## src/rtl/uart_rx_if.sv

```systemverilog
// AXI-Stream byte channel carried out of the UART receiver.
// The master drives data/valid and the slave drives ready.
interface uart_rx_if;
    logic [7:0] tdata;
    logic       tvalid;
    logic       tready;

    modport master (output tdata, output tvalid, input tready);
    modport slave  (input tdata, input tvalid, output tready);
endinterface

```

## src/rtl/uart_rx.sv

```systemverilog
// 8N1 UART receiver: synchronises rxd_i, deserialises LSB-first bytes and hands
// them out through a single-entry AXI-Stream holding register with error pulses.
module uart_rx #(
    parameter int unsigned CLK_FREQ = 160000000,
    parameter int unsigned BAUD     = 115200
) (
    input  logic          clk_i,
    input  logic          rst_n_i,
    input  logic          rxd_i,
    uart_rx_if.master     m_axis,
    output logic          frame_err_o,
    output logic          overrun_o,
    output logic          busy_o
);
    localparam int DIV  = int'(CLK_FREQ / BAUD);
    localparam int HALF = DIV / 2;
    localparam int CW   = $clog2(DIV);

    localparam logic [CW-1:0] CNT_BIT  = CW'(DIV - 1);
    localparam logic [CW-1:0] CNT_HALF = CW'(HALF - 1);

    localparam logic [1:0] IDLE  = 2'd0;
    localparam logic [1:0] START = 2'd1;
    localparam logic [1:0] DATA  = 2'd2;
    localparam logic [1:0] STOP  = 2'd3;

    if (DIV < 4) begin : g_div_check
        $error("uart_rx: CLK_FREQ/BAUD must be at least 4");
    end

    logic          sync_a;
    logic          rx_s;
    logic          rx_hist;
    logic [1:0]    state;
    logic [CW-1:0] cnt;
    logic [2:0]    idx;
    logic [7:0]    shift;
    logic [7:0]    tdata;
    logic          tvalid;
    logic          frame_err;
    logic          overrun;
    logic          stop_now;
    logic          holding_free;

    // Two-flop synchroniser plus a history flop for start-edge detection
    always_ff @(posedge clk_i or negedge rst_n_i) begin
        if (!rst_n_i) begin
            sync_a  <= 1'b1;
            rx_s    <= 1'b1;
            rx_hist <= 1'b1;
        end else begin
            sync_a  <= rxd_i;
            rx_s    <= sync_a;
            rx_hist <= rx_s;
        end
    end

    always_ff @(posedge clk_i or negedge rst_n_i) begin
        if (!rst_n_i) begin
            state <= IDLE;
            cnt   <= '0;
            idx   <= '0;
            shift <= '0;
        end else begin
            case (state)
                IDLE: begin
                    if (rx_hist && !rx_s) begin
                        state <= START;
                        cnt   <= '0;
                    end
                end
                START: begin
                    if (cnt == CNT_HALF) begin
                        cnt <= '0;
                        idx <= '0;
                        state <= rx_s ? IDLE : DATA;
                    end else begin
                        cnt <= cnt + 1'b1;
                    end
                end
                DATA: begin
                    if (cnt == CNT_BIT) begin
                        shift[idx] <= rx_s;
                        cnt        <= '0;
                        if (idx == 3'd7) begin
                            state <= STOP;
                        end else begin
                            idx <= idx + 1'b1;
                        end
                    end else begin
                        cnt <= cnt + 1'b1;
                    end
                end
                default: begin
                    // Leaving STOP on the sample itself leaves half a bit to catch the next start edge
                    if (cnt == CNT_BIT) begin
                        state <= IDLE;
                        cnt   <= '0;
                    end else begin
                        cnt <= cnt + 1'b1;
                    end
                end
            endcase
        end
    end

    assign stop_now     = (state == STOP) && (cnt == CNT_BIT);
    assign holding_free = !tvalid || m_axis.tready;

    always_ff @(posedge clk_i or negedge rst_n_i) begin
        if (!rst_n_i) begin
            tdata     <= '0;
            tvalid    <= 1'b0;
            frame_err <= 1'b0;
            overrun   <= 1'b0;
        end else begin
            frame_err <= 1'b0;
            overrun   <= 1'b0;
            if (tvalid && m_axis.tready) begin
                tvalid <= 1'b0;
            end
            if (stop_now) begin
                if (!rx_s) begin
                    frame_err <= 1'b1;
                end else if (holding_free) begin
                    tdata  <= shift;
                    tvalid <= 1'b1;
                end else begin
                    overrun <= 1'b1;
                end
            end
        end
    end

    assign m_axis.tdata  = tdata;
    assign m_axis.tvalid = tvalid;
    assign frame_err_o   = frame_err;
    assign overrun_o     = overrun;
    assign busy_o        = (state != IDLE);
endmodule
```

## src/flat_wrapper.sv

```systemverilog
// flat-port wrapper written by rule: the top's interface ports become plain ports
module uart_rx_flat 
#(
    parameter int unsigned CLK_FREQ = 160000000,
    parameter int unsigned BAUD     = 115200
)
  (clk_i, rst_n_i, rxd_i, frame_err_o, overrun_o, busy_o, m_axis_tdata, m_axis_tvalid, m_axis_tready);
  uart_rx_if m_axis_i ();
  input  logic clk_i;
  input  logic rst_n_i;
  input  logic rxd_i;
  output logic frame_err_o;
  output logic overrun_o;
  output logic busy_o;
  output wire logic [$bits(m_axis_i.tdata)-1:0] m_axis_tdata;
  output wire logic [$bits(m_axis_i.tvalid)-1:0] m_axis_tvalid;
  input wire logic [$bits(m_axis_i.tready)-1:0] m_axis_tready;
  assign m_axis_tdata = m_axis_i.tdata;
  assign m_axis_tvalid = m_axis_i.tvalid;
  assign m_axis_i.tready = m_axis_tready;
  uart_rx #(.CLK_FREQ(CLK_FREQ), .BAUD(BAUD)) u_core (.clk_i(clk_i), .rst_n_i(rst_n_i), .rxd_i(rxd_i), .m_axis(m_axis_i), .frame_err_o(frame_err_o), .overrun_o(overrun_o), .busy_o(busy_o));
endmodule
```

## config.mk

```make
export PLATFORM = sky130hd
export DESIGN_NAME = uart_rx_flat
export DESIGN_NICKNAME = d
export VERILOG_FILES = /design/src/rtl/uart_rx_if.sv /design/src/rtl/uart_rx.sv /design/src/flat_wrapper.sv
export SDC_FILE = /design/constraint.sdc
export NUM_CORES = 1
export LEC_CHECK = 0
export BUFFER_PORTS_ARGS = -buffer_cell sky130_fd_sc_hd__buf_2
export CORE_MARGIN = 4
export CORE_UTILIZATION = 40
export CTS_CLUSTER_DIAMETER = 50
export DETAILED_ROUTE_END_ITERATION = 6
export GPL_ROUTABILITY_DRIVEN = 0
export PLACE_DENSITY = 0.65
export SLEW_MARGIN = 20
export SYNTH_ARGS = -nofsm -noshare
export SYNTH_HDL_FRONTEND = slang
export SYNTH_SLANG_ARGS = --single-unit
```

## constraint.sdc

```tcl
create_clock -name clk_i -period 2.6 [get_ports clk_i]
set_input_delay 0.26 -clock clk_i [delete_from_list [all_inputs] [get_ports clk_i]]
set_output_delay 0.26 -clock clk_i [all_outputs]
set_load 0.05 [all_outputs]
```

* After elaboration in Yosys (flattened, before gate mapping)
Index checks and enable logic that the tools add are counted.
** Word-level totals
- Input bits :: 4
- Flip-flop bits (word level) :: 38
** Operators by class
- $lt $le $gt $ge :: 2
- $add $sub $neg :: 2
- Equal/unequal tests :: 11
- Mux-type cells :: 27
- Reductions and logical operators :: 15
** Operators with widths (number)
- 2-to-1 mux 11 bit :: 3
- case mux 11 bit (2 select lines) :: 1
- 2-to-1 mux 2 bit :: 6
- adder 11 x 1 -> 11 bit, second input constant :: 1
- == test 11 x 10 -> 1 bit, second input constant :: 1
- == test 11 bit, second input constant :: 1
- 2-to-1 mux 1 bit :: 10
- 2-to-1 mux 3 bit :: 3
- bitwise mux 8 bit :: 1
- inequality test 2 x 1 -> 1 bit, second input constant :: 4
- case mux 2 bit (3 select lines) :: 1
- case mux 3 bit (2 select lines) :: 1
- AND reduction 5 bit :: 1
- == test 2 bit, second input constant :: 2
- logical AND 1 bit :: 4
- < comparator 3 x 4 -> 1 bit, second input constant :: 1
- AND reduction 4 bit :: 1
- nonzero test 2 bit :: 2
- adder 3 x 1 -> 3 bit, second input constant :: 1
- demux 1 bit (select 3 bit) :: 1
- == test 3 bit, second input constant :: 1
- greater-or-equal comparator 3 x 1 -> 1 bit, second input constant :: 1
- AND reduction 3 bit :: 1
- nonzero test 3 bit :: 1
- other kinds (6) :: 7

* Depth between registers and ports, before layout
Gate-level depths: netlist (run 1).
- Depth after elaboration :: 5
- Gate-level depth with buffers :: 6

* Least setup slack after synthesis (run 1)
Ideal clock, no wire load.
- Path type :: reg-to-reg
- Start :: reg u_core.cnt[0]
- End :: reg u_core.tdata[0], in the netlist u_core.m_axis.tdata[0]
- Period minus slack after synthesis :: 1.924 ns
- Library setup time :: 0.125 ns
- Arrival time :: 1.799 ns
- Setup slack :: 0.676 ns
- Stages on the path, launching flop included :: 7
- Path through :: dfrtp_1 > ha_1 > nor4b_4 > nand3_1 > or3b_1 > buf_6 > mux2_4
** Between the ends
- Word-level cells in the longest chain between the ends :: 3
** RTL lines
- start: declaration :: line uart_rx.sv:35 : logic [CW-1:0] cnt;
- start signal: assignment :: line uart_rx.sv:78 : cnt <= cnt + 1'b1;
- start signal: assignment :: line uart_rx.sv:91 : cnt <= cnt + 1'b1;
- start signal: assignment :: line uart_rx.sv:100 : cnt <= cnt + 1'b1;
- == test 11 bit :: line uart_rx.sv:107 : assign stop_now = (state == STOP) && (cnt == CNT_BIT);
- logical AND 1 bit :: line uart_rx.sv:107
- AND reduction 3 bit (no source line)
- end signal: assignment :: line uart_rx.sv:126 : tdata <= shift;
- end: declaration :: line uart_rx.sv:38 : logic [7:0] tdata;
No other way between the ends.
A chain may end at the register's enable or synchronous reset.

* Final worst setup path (run 1)
- Start :: reg u_core.cnt[0]
- End :: reg u_core.tdata[5], in the netlist u_core.m_axis.tdata[5]
Same word-level chain as after synthesis.

==> metrics, run 1 <==
internal power=0.001150 W; Root Driver=clkbuf_8; count of cell types in the netlist=41; vias in the first global route=1,305; adder-cell share of the synthesized area=2.672%; Die ar.=5842 µm²; XOR/XNOR Fraction of Synth Area=1.870%; setup TNS=0 ns; largest family of logic cells by synthesized area=simple AND/OR/NAND/NOR gates; worst r2r path cells=5; Leakage=1.008 nW; post-CTS setup buffers=0; critical path data required time=2.78 ns; Post-synth EDFFs=0; antenna-violating nets left=0; cts hold-fix bufs=0; combinational power share=13.9%; layout cells sized above 1=23.81%; FP Rows=24; first-pass GRT wire length=6.258 mm; core area=4444 µm²; Peak Freq=0.4409 GHz; net count after synthesis=181; final worst path period need=2.268 ns; sw power=0.0004435 W; r2r endpoint=u_core.m_axis.tdata[5]; clk_lat worst skew=0.29 ns; Post-Synthesis Cell Area=1873 µm²; sequential power share=48.6%; total number of vias=1,302; Mean Syn Cell Area=10.83 µm²; Residual DRC=0; # IOs=16; CTS max path bufs=2; DR WL/cell=14.32 µm; max-slew violation count=0; CP Launch Type=flip-flop; post-layout util=47.78%; I/O Buffers=15; 1st-pass router iterations=3; CTS tree=yes; worst r2r src=u_core.cnt[0]; asr flop ratio synth=100.0%; Die Y=76.43 µm; drt initial violations=68; Setup-failing EPs final=0; CP Data Arrival Time=2.45 ns; outcome=complete, no violations; H-tree depth=2; Yosys reg bits=38; Pwr Density=750.4 nW/µm²; Inserted Clock Buffers=5; Cell Area, Placed=1986 µm²; diodes inserted=0; area delta synth->final=13.36%; drt total wl=3.452 mm; Crit Path Max Fanout=8; simple-gate portion of the synthesized area=18.77%; Seq/Total Area, Yosys=50.97%; Fin. Hold Viols=0; Yosys Warn Count=0; unrepaired setup endpoints after global routing=no; post-synthesis compound-gate area fraction=9.152%; CP endpoint kind=flip-flop; Die X=76.43 µm; initial antenna violation count=0; clock transition at the registers of the reported paths=0.08 ns; # resized after CTS=0; Primary FF master, synth=dfrtp_1; cell count after synthesis=173; Initial Util=42.15%; max-cap violation count=0; Fin Clk Skew=0.008809 ns; HP Class=in2async; mux contribution to synthesized area=12.29%; mean number of vias per cell=5.402; total track usage=13.15%; grt ovf=0; Non-Filler Cell Area, Final=2123 µm²; Sw Ratio=27.83%; hpwl dp=2.417 mm; worst slew pin tran=0.8230 ns; Final Cycle Share=87.23%; r2r setup slk=0.33 ns; CTS sink cnt=38; largest net degree at the start of global routing=39; max_slew headroom=45.13%; NumNets Final=196; maximum VDD drop=0.3157 mV; Clock power frac=37.5%; critical path class=reg2reg
critical path, stage by stage (launching register included):
cell and delay, ns:
dfrtp_1 0.42, ha_1 0.24, nor4b_4 0.33, nand3_1 0.19, or3b_1 0.60, mux2_4 0.37
flip-flops by register name (all words and copies together) (netlist names):
name	cells
u_core.frame_err_o	1
u_core.rx_s	1
u_core.shift	8
u_core.m_axis.tvalid	1
u_core.overrun_o	1
u_core.m_axis.tdata	8
u_core.idx	3
u_core.rx_hist	1
u_core.state	2
u_core.cnt	11
u_core.sync_a	1
metal layers:
metal	GRT usage, %	routed length [µm]	vias up
li1	-	-	652
met1	17.62	1796	626
met2	19.95	1489	19
met3	4.019	111	5
met4	4.891	55	0
met5	0	0	-
power groups by stage:
| stage | registers (W) | logic [W] | clock network, W |
|---|---|---|---|
| 6_report | 0.000774 | 0.000221 | 0.000598 |
| 5_1_grt | 0.000790 | 0.000258 | 0.000648 |
| 4_1_cts | 0.000771 | 0.000223 | 0.000614 |
| 3_5_place_dp | 0.000781 | 0.000222 | 0 |
| 3_3_place_gp | 0.000780 | 0.000217 | 0 |
| 2_1_floorplan | 0.000733 | 0.000201 | 0 |
layout by cell type, fill, tap and decap left out, types with 2 or more instances in the layout:
cell type   n
a21oi_1     2
a31oi_1     4
and2_1      2
and3_1      3
buf_2      15
buf_4       2
bufinv_16   2
clkbuf_8    5
dfrtp_1    35
dfstp_2     3
ha_1        4
inv_1      10
mux2_2      8
mux2_4      8
mux2i_1     2
nand2_1    15
nand2b_1    2
nand3_1     6
nand4_1     3
nor2_1      7
nor2b_1     4
nor3_1      8
nor4_1      6
o21a_1      2
o21ai_0     8
o22ai_1     4
xnor2_1     2
xor2_1      2
cells by family after synthesis:
family / count (synthesis)
adders and majority gates: 4
DFF: 38
buffers and inverters: 19
AOI/OAI and AO/OA: 27
muxes: 18
and+or+nand+nor: 63
xor gates and xnor gates: 4
through the flow:
stage	total power, W	std cells	setup slack, ns	hold WS [ns]
6_report	0.001593	241	0.3321	0.05862
5_1_grt	0.001696	241	0.1475	0.04973
4_1_cts	0.001608	241	0.3584	0.05141
3_5_place_dp	0.001004	233	0.3589	0.3468
3_3_place_gp	0.0009965	233	0.4417	0.3459
2_1_floorplan	0.0009346	173	0.6758	-0.03559
synth_stat cells (2+ instances only):
master | count | area share [%]
a21oi_1 | 2 | 0.53
a31oi_1 | 4 | 1.3
and2_1 | 2 | 0.67
and3_1 | 3 | 1.0
clkbuf_1 | 7 | 1.4
dfrtp_1 | 35 | 47
dfstp_2 | 3 | 4.2
ha_1 | 4 | 2.7
inv_1 | 10 | 2.0
mux2_2 | 8 | 4.8
mux2_4 | 8 | 6.4
mux2i_1 | 2 | 1.1
nand2_1 | 15 | 3.0
nand2b_1 | 2 | 0.67
nand3_1 | 6 | 1.6
nand4_1 | 3 | 1.0
nor2_1 | 7 | 1.4
nor2b_1 | 4 | 1.3
nor3_1 | 8 | 2.1
nor4_1 | 6 | 2.0
o21a_1 | 2 | 0.80
o21ai_0 | 8 | 2.1
o22ai_1 | 4 | 1.3
xnor2_1 | 2 | 0.94
xor2_1 | 2 | 0.94
worst max-delay path by stage:
stage                  startpoint                      to  slack [ns]
finish              u_core.cnt[0]  u_core.m_axis.tdata[5]        0.33
floorplan           u_core.cnt[0]  u_core.m_axis.tdata[0]        0.68
detailed placement  u_core.cnt[0]  u_core.m_axis.tdata[1]        0.36
CTS                 u_core.cnt[0]  u_core.m_axis.tdata[5]        0.36
global route        u_core.cnt[0]         u_core.shift[0]        0.15
global placement    u_core.cnt[0]  u_core.m_axis.tdata[3]        0.44
final cells by class:
cell class | count | area (µm²)
fill | 422 | 2321
sequential | 38 | 954.7
multi-input combinational | 116 | 838.3
timing repair buffer | 17 | 90.09
clock buffer | 5 | 68.82
clock inverter | 3 | 68.82
tap | 52 | 65.06
inverter | 10 | 37.54
Power figures use the tool's default switching activity.
==> run 2, diff against run 1 <==
--- a/config.mk
+++ b/config.mk
@@ -6,12 +6,14 @@
 export NUM_CORES = 1
 export LEC_CHECK = 0
 export BUFFER_PORTS_ARGS = -buffer_cell sky130_fd_sc_hd__buf_2
+export CORE_ASPECT_RATIO = 1.4
 export CORE_MARGIN = 4
 export CORE_UTILIZATION = 40
 export CTS_CLUSTER_DIAMETER = 50
 export DETAILED_ROUTE_END_ITERATION = 6
 export GPL_ROUTABILITY_DRIVEN = 0
 export PLACE_DENSITY = 0.65
+export REMOVE_ABC_BUFFERS = 1
 export SLEW_MARGIN = 20
 export SYNTH_ARGS = -nofsm -noshare
 export SYNTH_HDL_FRONTEND = slang
==> run 2 against run 1 <==
Compared with the run above:
- register-to-register slack about the same
- sequential share of layout area decreased by 0.37 points
- highest routed layer unchanged
- power increased by 1.3%
- clock power increased by 3%
- flip-flop and latch count unchanged
- non-clock buffer count unchanged
==> metrics, run 2 (same netlist as run 1, synthesis figures left out) <==
dpl cells=243; CTS tree=yes; clk_lat worst skew=0.29 ns; commonest non-fill, non-tap cells in the layout=dfrtp_1 (35), nand2_1 (15), buf_2 (15); CP delay by family, top=simple AND/OR/NAND/NOR gates; setup TNS=0 ns; 1st-pass router iterations=4; CTS max path bufs=2; largest net degree at the start of global routing=39; maximum VDD drop=0.3826 mV; initial antenna violation count=0; I/O Buffers=15; Die ar.=5857 µm²; Largest register FFs=11; Inserted Clock Buffers=5; core area=4536 µm²; Root Driver=clkbuf_8; Die Y=88.97 µm; crit-path max cell delay=0.42 ns; NumNets Final=196; critical path data required time=2.78 ns; drt total wl=3.517 mm; # IOs=16; diodes inserted=0; CP Data Arrival Time=2.45 ns; CP Launch Type=flip-flop; total track usage=13.85%; WP depth=5; Fin Clk Skew=0.002446 ns; FF/Latch Area=954.7 µm²; outcome=complete, no violations; mean number of vias per cell=5.319; DR WL/cell=14.01 µm; H-tree depth=2; max_slew headroom=44.08%; layout cells sized above 1=23.81%; clock transition at the registers of the reported paths=0.07 ns; FP Rows=29; first-pass GRT wire length=6.279 mm; unrepaired setup endpoints after global routing=no; drt initial violations=62; Pwr Density=753.7 nW/µm²; grt ovf=0; critical path class=reg2reg; Setup-failing EPs final=0; critical path cell sequence=ha_1, nor4b_4, nand4_1, nor4_1, mux2_2; Initial Util=41.30%; post-CTS setup buffers=0; multi-input logic area=838.3 µm²; Fin. Hold Viols=0; worst path bufs/invs=0; Peak Freq=0.4396 GHz; antenna-violating nets left=0; Top reg by flops=u_core.cnt; worst hold slack=0.06828 ns; max-slew violation count=0; Critical-path top delay cell=dfrtp_1; fillers=433; CTS sink cnt=38; Die X=65.84 µm; hpwl dp=2.527 mm; CP endpoint kind=flip-flop; Residual DRC=0; vias in the first global route=1,386; max-cap violation count=0; commonest non-fill, non-tap cell in the layout=dfrtp_1; total number of vias=1,335; biggest regs=u_core.cnt: 11 flops, u_core.m_axis.tdata: 8 flops, u_core.shift: 8 flops; worst slew pin tran=0.8388 ns; Final Cycle Share=87.49%; Leakage=1.011 nW; Post-Layout Cell Count=251; HP Class=in2async; final worst path period need=2.275 ns; worst r2r path cells=5; Crit Path Max Fanout=11; # resized after CTS=0; cts hold-fix bufs=0; area delta synth->final=14.30%
-- run 2: cell types whose count changed in the layout (fill, tap and decap cells not counted) --
| cell | delta |
|---|---|
| clkinv_4 | -1 |
| clkbuf_8 | +1 |
-- run 2: metrics by stage --
step | utilization [%] | instance area (µm²) | total power [W] | setup slack (ns)
finish | 47.20 | 2141 | 0.001613 | 0.3252
global placement | 44.06 | 1998 | 0.0009964 | 0.4359
floorplan | - | 1831 | 0.0009287 | 0.5891
global route | 47.20 | 2141 | 0.001691 | 0.1220
detailed placement | 44.06 | 1998 | 0.001005 | 0.3297
CTS | 47.20 | 2141 | 0.001629 | 0.3205
-- run 2: path summary, 6_finish.rpt --
path / startpoint / slack (ns) / end
worst max-delay path: u_core.cnt[0] / 0.33 / u_core.shift[1]
worst min-delay path: rst_n_i / 0.07 / u_core.m_axis.tdata[6]
worst max register to register: u_core.cnt[0] / 0.33 / u_core.shift[1]
worst min register to register: u_core.sync_a / 0.36 / u_core.rx_s
max in group asynchronous: rst_n_i / 2.01 / u_core.m_axis.tdata[7]
min in group clk_i: rxd_i / 0.07 / u_core.sync_a
-- run 2: worst register-to-register path, stage by stage (launching register included) --
cell and delay [ns]:
dfrtp_1 0.42, ha_1 0.23, nor4b_4 0.32, nand4_1 0.40, nor4_1 0.42, mux2_2 0.38
-- run 2: metal layers --
metal	wire length, µm	vias up	GRT usage, %	share of wire [%]
li1	-	645	-	-
met1	1423	656	14.39	40
met2	1896	26	25.91	54
met3	129	8	3.145	3.7
met4	69	0	6.604	2.0
met5	0	-	0	0
-- run 2: power breakdown --
| group | leakage (nW) | switching, W | total (W) | internal, W |
|---|---|---|---|---|
| clock | 0.0714 | 0.000209 | 0.000618 | 0.000409 |
| combinational | 0.439 | 0.000119 | 0.000228 | 0.000109 |
| sequential | 0.501 | 0.000110 | 0.000768 | 0.000657 |
| total | 1.01 | 0.000438 | 0.00161 | 0.00118 |
-- run 2: area by class of cell --
type	instances	share of cell area (%)
Clock inverter	2	2.805
Timing Repair Buffer	17	4.208
Multi-Input combinational cell	116	39.16
Sequential cell	38	44.59
Tap cell	62	3.624
Clock buffer	6	3.857
Inverter	10	1.753
